## src/rtl/buf_updt_ctrl.sv

```systemverilog
// buf_updt_ctrl: ping-pong tile buffer write controller.
// Streams beats into one bank half while the consumer reads the other.
module buf_updt_ctrl #(
  parameter int BUF_UPDT_ADDR_WIDTH = 8,
  parameter int BUF_UPDT_DATA_WIDTH = 32
) (
  input  logic                               clk,
  input  logic                               rst_n,
  input  logic [BUF_UPDT_ADDR_WIDTH:0]       cfg_len,
  input  logic                               s_valid,
  output logic                               s_ready,
  input  logic [BUF_UPDT_DATA_WIDTH-1:0]     s_data,
  input  logic [BUF_UPDT_DATA_WIDTH/8-1:0]   s_strb,
  output logic [BUF_UPDT_DATA_WIDTH/8-1:0]   buf_updt_wr_en,
  output logic                               buf_updt_sel,
  output logic [BUF_UPDT_ADDR_WIDTH-1:0]     buf_updt_addr,
  output logic [BUF_UPDT_DATA_WIDTH-1:0]     buf_updt_data,
  output logic                               exec_tile_valid,
  output logic                               exec_sel,
  input  logic                               exec_tile_done,
  output logic [1:0]                         bank_full
);

  localparam int AW = BUF_UPDT_ADDR_WIDTH;
  localparam int DW = BUF_UPDT_DATA_WIDTH;
  localparam int SW = DW / 8;
  localparam logic [AW:0]   LEN_MAX  = {1'b1, {AW{1'b0}}};
  localparam logic [AW:0]   LEN_ONE  = {{AW{1'b0}}, 1'b1};
  localparam logic [AW-1:0] ADDR_ONE = {{(AW-1){1'b0}}, 1'b1};

  logic          r_wr_bank;
  logic          r_rd_bank;
  logic          r_pend;
  logic          r_pend_bank;
  logic [AW-1:0] r_wr_addr;
  logic [AW:0]   r_len_q;
  logic [1:0]    r_full;

  logic [SW-1:0] r_wr_en;
  logic          r_sel;
  logic [AW-1:0] r_addr;
  logic [DW-1:0] r_data;

  logic          w_accept;
  logic          w_first;
  logic          w_last;
  logic          w_release;
  logic [AW:0]   w_cfg_len;
  logic [AW:0]   w_len;
  logic [1:0]    w_full_nxt;

  assign s_ready = !r_full[r_wr_bank] &&
                   !(r_pend && (r_pend_bank == r_wr_bank));

  assign w_accept  = s_valid && s_ready;
  // 0 (and anything past the bank size) selects a full-depth tile
  assign w_cfg_len = ((cfg_len == '0) || cfg_len[AW]) ? LEN_MAX : cfg_len;
  assign w_first   = (r_wr_addr == '0);
  assign w_len     = w_first ? w_cfg_len : r_len_q;
  assign w_last    = ({1'b0, r_wr_addr} == (w_len - LEN_ONE));
  assign w_release = exec_tile_done && r_full[r_rd_bank];

  // commit of the pending bank and release of the read bank, independently
  always_comb begin
    w_full_nxt = r_full;
    if (r_pend) w_full_nxt[r_pend_bank] = 1'b1;
    if (w_release) w_full_nxt[r_rd_bank] = 1'b0;
  end

  // bank / address / occupancy bookkeeping
  always_ff @(posedge clk) begin
    if (!rst_n) begin
      r_wr_bank   <= 1'b0;
      r_rd_bank   <= 1'b0;
      r_pend      <= 1'b0;
      r_pend_bank <= 1'b0;
      r_wr_addr   <= '0;
      r_len_q     <= '0;
      r_full      <= '0;
    end else begin
      r_full <= w_full_nxt;
      r_pend <= w_accept && w_last;
      if (w_release) r_rd_bank <= !r_rd_bank;
      if (w_accept && w_last) r_pend_bank <= r_wr_bank;
      if (w_accept) begin
        if (w_first) r_len_q <= w_cfg_len;
        if (w_last) begin
          r_wr_addr <= '0;
          r_wr_bank <= !r_wr_bank;
        end else begin
          r_wr_addr <= r_wr_addr + ADDR_ONE;
        end
      end
    end
  end

  // registered buffer write port, strobes only after an accepted beat
  always_ff @(posedge clk) begin
    if (!rst_n) begin
      r_wr_en <= '0;
      r_sel   <= 1'b0;
      r_addr  <= '0;
      r_data  <= '0;
    end else if (w_accept) begin
      r_wr_en <= s_strb;
      r_sel   <= r_wr_bank;
      r_addr  <= r_wr_addr;
      r_data  <= s_data;
    end else begin
      r_wr_en <= '0;
    end
  end

  assign buf_updt_wr_en  = r_wr_en;
  assign buf_updt_sel    = r_sel;
  assign buf_updt_addr   = r_addr;
  assign buf_updt_data   = r_data;
  assign exec_tile_valid = r_full[r_rd_bank];
  assign exec_sel        = r_rd_bank;
  assign bank_full       = r_full;

endmodule

```

## config.mk

```make
export PLATFORM = sky130hd
export DESIGN_NAME = buf_updt_ctrl
export DESIGN_NICKNAME = d
export VERILOG_FILES = /design/src/rtl/buf_updt_ctrl.sv
export SDC_FILE = /design/constraint.sdc
export NUM_CORES = 1
export LEC_CHECK = 0
export ABC_CLOCK_PERIOD_IN_PS = 11200
export CORE_UTILIZATION = 30
export CTS_BUF_LIST = sky130_fd_sc_hd__clkbuf_16
export CTS_CLUSTER_SIZE = 40
export DETAILED_ROUTE_END_ITERATION = 10
export SYNTH_ARGS = -nofsm -noshare
export SYNTH_HDL_FRONTEND = slang
export SYNTH_SLANG_ARGS = --single-unit
```

## constraint.sdc

```tcl
create_clock -name clk -period 11.2 [get_ports clk]
set_input_delay 1.68 -clock clk [delete_from_list [all_inputs] [get_ports clk]]
set_output_delay 1.68 -clock clk [all_outputs]
set_load 0.05 [all_outputs]
```

Yosys cells after proc, flatten, opt, wreduce, memory -nomap -nowiden
Cells that the tools add are included.
{"block": "totals", "ff_bits": 68, "inputBits": 49, "out_inout_bits": 50, "word_cells": 52}
{"block": "classes", "addsub": 2, "magnitude_cmp": 5, "eq_ne": 2, "mux": 13, "bitwise": 3, "n_reduce_logical": 16}
{"operator": "$mux 9", "n": 2}
{"operator": "$eq 8x9->1", "n": 1}
{"operator": "$logic_not 9->1", "n": 1}
{"operator": "$sub 9x1->9 const B", "n": 1}
{"operator": "$add 8x1->8 const B", "n": 1}
{"operator": "$logic_not 8->1", "n": 1}
{"operator": "$mux 8", "n": 1}
{"operator": "$logic_and 1x1->1", "n": 7}
{"operator": "$lt 1x2->1 const B", "n": 3}
{"operator": "$mux 1", "n": 6}
{"operator": "$logic_not 1->1", "n": 4}
{"operator": "$mux 2", "n": 2}
{"operator": "$reduce_and 2->1", "n": 2}
{"operator": "$and 2x2->2", "n": 1}
{"operator": "$demux 1 s1", "n": 2}
{"operator": "$ge 1x1->1 const B", "n": 2}
{"operator": "$not 2->2", "n": 1}
{"operator": "$or 2x2->2", "n": 1}
{"operator": "$eq 1x1->1", "n": 1}
{"operator": "$logic_or 1x1->1", "n": 1}

Depth between registers and ports, before layout
{"block": "logic_depth", "word_depth": 8, "mapped_depth": 13, "depth_no_buf": 12}

Worst setup path after synthesis
Ideal clock, no wire load.
{"block": "synth_timing", "path_kind": "input -> register", "startpoint": "input cfg_len[8]", "endpoint": "register r_wr_bank", "setup_ps": 119, "t_arrival_ps": 3923, "t_required_ps": 11081, "slack_ps": 7158, "stages": 10, "n_path_buf": 1, "path_cell_list": "clkbuf_1 > nor2b_1 > mux2i_1 > ha_1 > o21ai_0 > mux2_4 > nor4_1 > o2111ai_1 > or4_4 > o221a_2"}
{"block": "synth_between", "elab_chain_len": 7}
{"item": "from (decl)", "line_no": "9", "source": "input logic [BUF_UPDT_ADDR_WIDTH:0] cfg_len,"}
{"item": "$logic_not 9->1", "line_no": "57", "source": "assign w_cfg_len = ((cfg_len == '0) || cfg_len[AW]) ? LEN_MAX : cfg_len;"}
{"item": "$logic_or 1x1->1", "line_no": "57"}
{"item": "$mux 9 *", "line_no": "57"}
{"item": "$mux 9 *"}
{"item": "$sub 9x1->9 *", "line_no": "60", "source": "assign w_last = ({1'b0, r_wr_addr} == (w_len - LEN_ONE));"}
{"item": "$eq 8x9->1 *", "line_no": "60"}
{"item": "$reduce_and 2->1 (no source line) *"}
{"item": "to (signal assigned)", "line_no": "89", "source": "r_wr_bank <= !r_wr_bank;"}
{"item": "to (decl)", "line_no": "31", "source": "logic r_wr_bank;"}
Every way passes the cells marked *; elsewhere a longest branch is shown, timed or not.
A chain may end at the register's enable or synchronous reset.

Final worst setup path
Ends and elaborated chain as after synthesis.

==> reports/qor.tcl <==
set qor(syn-num-nets) 431
set qor(clock_tree.buffer_depth) 2
set qor(drt_wirelength_um) 8359
set qor(grt_overflow) 0
set qor(filler_instances) 953
set qor(combPwrFrac_pct) 18.2
set qor(detail_route.vias_per_cell) 4.826
set qor(antenna-diode-count) 0
set qor(crit_buf_inv) 1
set qor(finalHoldViolCount) 0
set qor(nets) 518
set qor(post_cts_setup_repair_bufs) 0
set qor(yosys_warnings) 0
set qor(clock_insertion_delay_worst_skew_ns) 0.33
set qor(overall_die_width_um) 103.2
set qor(initial_core_util_pct) 31.15
set qor(grt_setup_unrepaired) {no}
set qor(start_kind) {primary input}
set qor(synth_cells) 379
set qor(via_count_of_the_first_global_routing_pass) 2798
set qor(postSynth.topFlopCell) {sky130_fd_sc_hd__dfxtp_1}
set qor(antenna_violations_before_repair) 0
set qor(cp_data_required_time_ns) 11.42
set qor(min_path_cells) 2
set qor(clock_power_share_pct) 42.9
set qor(critical_path.cell_chain) {clkdlybuf4s50_1 -> nor2b_1 -> mux2i_1 -> ha_1 -> o21ai_0 -> mux2_4 -> nor4_1 -> o2111ai_1 -> or4_4 -> o221a_2}
set qor(power.leakage_nw) 1.632
set qor(gpl.final_weighted_congestion) 0.8771
set qor(max_stage_delay_ns) 0.82
set qor(holdPathEnd) {buf_updt_data[24]}
set qor(final-setup-viol-count) 0
set qor(detailedRoute.firstIterationViolations) 106
set qor(drc_errors) 0
set qor(drv_cap) 0
set qor(detail_route.first_pass.iterations) 4
set qor(fp-row-count) 36
set qor(power.density_mw_per_mm2) 150.5
set qor(timing.final.crit_share_pct) 41.48
set qor(max-vdd-ir-drop_v) 0.00006573
set qor(clock_skew_ns) 0.007312
set qor(syn_to_final_growth_pct) 44.14
set qor(synth_sequential_area_ratio_pct) 44.30
set qor(route.vias.total) 2915
set qor(critical-path-slowest-cell) {sky130_fd_sc_hd__clkdlybuf4s50_1}
set qor(seq_power_share_pct) 38.9
set qor(design.portCount) 99
set qor(netlist-cell-type-count) 52
set qor(synthArstFlopShare_pct) 0
set qor(timing.critical_path.to_type) {flop}
set qor(critPathArrivalTime_ns) 4.87
set qor(postSynthRegisterBits) 68
set qor(maxSlewViolCount) 0
set qor(final_period_minus_worst_setup_slack_ns) 4.646
set qor(timing.critical_path.max_delay_family) {simple AND/OR/NAND/NOR gates}
set qor(maxSlewHeadroom_pct) 33.17
set qor(clock_tree_from_tritoncts) {yes}
set qor(globalRouteTotalUtil_pct) 16.21
set qor(worst-path-max-fanout) 16
set qor(intPower_uw) 475.7
set qor(p_switching_uw) 190.7
set qor(cts.reportedPaths.clkPinSlew_ns) 0.06
set qor(maxClockFrequency_mhz) 215.3
set qor(numCtsBuffers) 9
set qor(num_clock_sinks) 68
set qor(worstMarginPinSlew_ns) 1.001
set qor(drt-wirelength-per-cell_um) 13.84
set qor(cts_root_buf) {sky130_fd_sc_hd__clkbuf_16}
set qor(reg2reg_start) {r_wr_addr[0]}
set qor(fp.coreArea_mm2) 0.009864
set qor(capture_point_of_the_worst_reg_to_reg_path) {r_wr_bank}
set qor(die-area_mm2) 0.01065
set qor(setup-tns-final_ns) 0
set qor(cell_area_synth_mm2) 0.003073
set qor(multiInputGateArea_mm2) 0.001590
set qor(grt_start_max_net_pins) 60
set qor(worst_r2r_path_depth) 12
set qor(dp.final_hpwl_um) 5726
set qor(buffer_ports.inserted) 98
set qor(ff_latch_area_mm2) 0.001361
set qor(hp-class) {flop to flop}
set qor(run_status) {complete, no violations}
set qor(synth_area_per_cell_um2) 8.108
set qor(fp.dieH_um) 103.2
set qor(ctsHoldBuffers) 0
set qor(holdCritStartpoint) {buf_updt_data[24]}
set qor(first_pass_grt_wire_length_um) 13470
set qor(antenna_violating_nets_post_route) 0
set qor(switching_share_pct) 28.62
set qor(placed_cells_incl_taps) 588
set qor(h-tree-depth) 3
set qor(number_of_synthesized_flops_with_an_enable_pin) 0
set qor(layout-drive-gt1-share_pct) 6.582
set qor(post_layout_nonfiller_instances) 604
set qor(crit_type) {primary input to flop}
set qor(worst-r2r-setup-slack_ns) 7.18
set qor(cts-resized-gates) 0
==> layout make-up <==
type                            instances  area share [%]
Multi-Input combinational cell        283           35.90
Sequential cell                        68           30.73
Timing Repair Buffer                  100           22.49
Clock buffer                            9           5.085
Tap cell                              133           3.757
Clock inverter                          7           1.695
Inverter                                4          0.3390
==> logic make-up after synthesis <==
family / count (synthesis) / share of synthesized area, %
XOR/XNOR: 13 / 3.705
buffers and inverters: 28 / 4.315
multiplexers: 9 / 3.176
flip-flops: 68 / 44.30
AND/OR/NAND/NOR: 173 / 26.47
AO/OA/AOI/OAI: 85 / 16.82
adder cells (fa/ha/maj): 3 / 1.222
==> cells in the final DEF, fill, tap and decap left out, drive strengths merged, types with 3 or more instances in the layout <==
cell type | synthesis | routed
nand2 | 101 | 101
clkdlybuf4s50 | 0 | 98
dfxtp | 68 | 68
a21oi | 51 | 51
nor2 | 17 | 17
nor3 | 13 | 13
clkbuf | 18 | 9
o21ai | 8 | 8
nand3 | 7 | 7
xor2 | 7 | 7
nor4 | 7 | 7
mux2i | 6 | 6
xnor2 | 6 | 6
and3 | 6 | 6
inv | 4 | 6
nor2b | 4 | 4
a22oi | 4 | 4
clkinv | 0 | 4
nor3b | 3 | 3
nand2b | 3 | 3
o21a | 3 | 3
nor4b | 3 | 3
ha | 3 | 3
mux2 | 3 | 3
a21boi | 3 | 3
==> metrics by stage <==
| stage | setup slack [ns] | instance area, um2 | hold WS, ns | power [mW] | util, % |
|---|---|---|---|---|---|
| final | 6.554 | 4429 | 0.4518 | 0.6664 | 44.90 |
| after global routing | 6.171 | 4429 | 0.4716 | 0.6932 | 44.90 |
| after global placement | 6.355 | 4129 | 0.4412 | 0.3840 | 41.86 |
| after floorplan | 7.158 | 3073 | 0.4443 | 0.3410 | - |
| after CTS | 6.567 | 4429 | 0.4556 | 0.6733 | 44.90 |
| after detailed placement | 6.259 | 4129 | 0.4472 | 0.3854 | 41.86 |
==> Yosys cell counts (all sizes together) (7+ instances only) <==
master    n  area (um2)
a21oi    51       255.2
clkbuf   18       67.56
dfxtp    68        1361
nand2   101       379.1
nand3     7       35.03
nor2     17       71.32
nor3     13       65.06
nor4      7       58.81
o21ai     8       40.04
xor2      7       61.31
==> routing by layer <==
metal | GRT usage, % | part of all wire (%) | routed length, um
met1 | 20.12 | 46 | 3836
met2 | 25.95 | 46 | 3836
met3 | 4.167 | 5.8 | 481
met4 | 8.451 | 2.4 | 204
met5 | 0 | 0 | 0
==> how the worst max path moves through the flow <==
stage	startpoint	to	slack, ns	cells after the start
floorplan	cfg_len[8]	r_wr_bank	7.16	10
global placement	cfg_len[8]	r_wr_bank	6.35	10
detailed placement	cfg_len[8]	r_wr_bank	6.26	10
CTS	cfg_len[8]	r_wr_bank	6.57	10
global route	cfg_len[8]	r_wr_bank	6.17	10
finish	cfg_len[8]	r_wr_bank	6.55	10
==> power groups by stage <==
stage / sequential (mW) / combinational [mW] / clock, mW
floorplan: 0.289 / 0.0521 / 0
global placement: 0.264 / 0.120 / 0
detailed placement: 0.264 / 0.121 / 0
CTS: 0.259 / 0.122 / 0.292
global route: 0.260 / 0.132 / 0.301
finish: 0.259 / 0.121 / 0.286
==> worst min-delay path, stage by stage (launching register included) <==
cell and delay, ns:
sky130_fd_sc_hd__dfxtp_1 0.30, sky130_fd_sc_hd__nand2_1 0.05, sky130_fd_sc_hd__a21oi_1 0.05
==> sequential cells by signal, summed over array words and instances (netlist names) <==
| register | cells |
|---|---|
| buf_updt_data | 32 |
| r_pend_bank | 1 |
| r_wr_bank | 1 |
| r_pend | 1 |
| r_len_q | 9 |
| buf_updt_wr_en | 4 |
| buf_updt_addr | 8 |
| buf_updt_sel | 1 |
| bank_full | 2 |
| exec_sel | 1 |
| r_wr_addr | 8 |
(Power assumes the default switching activity.)
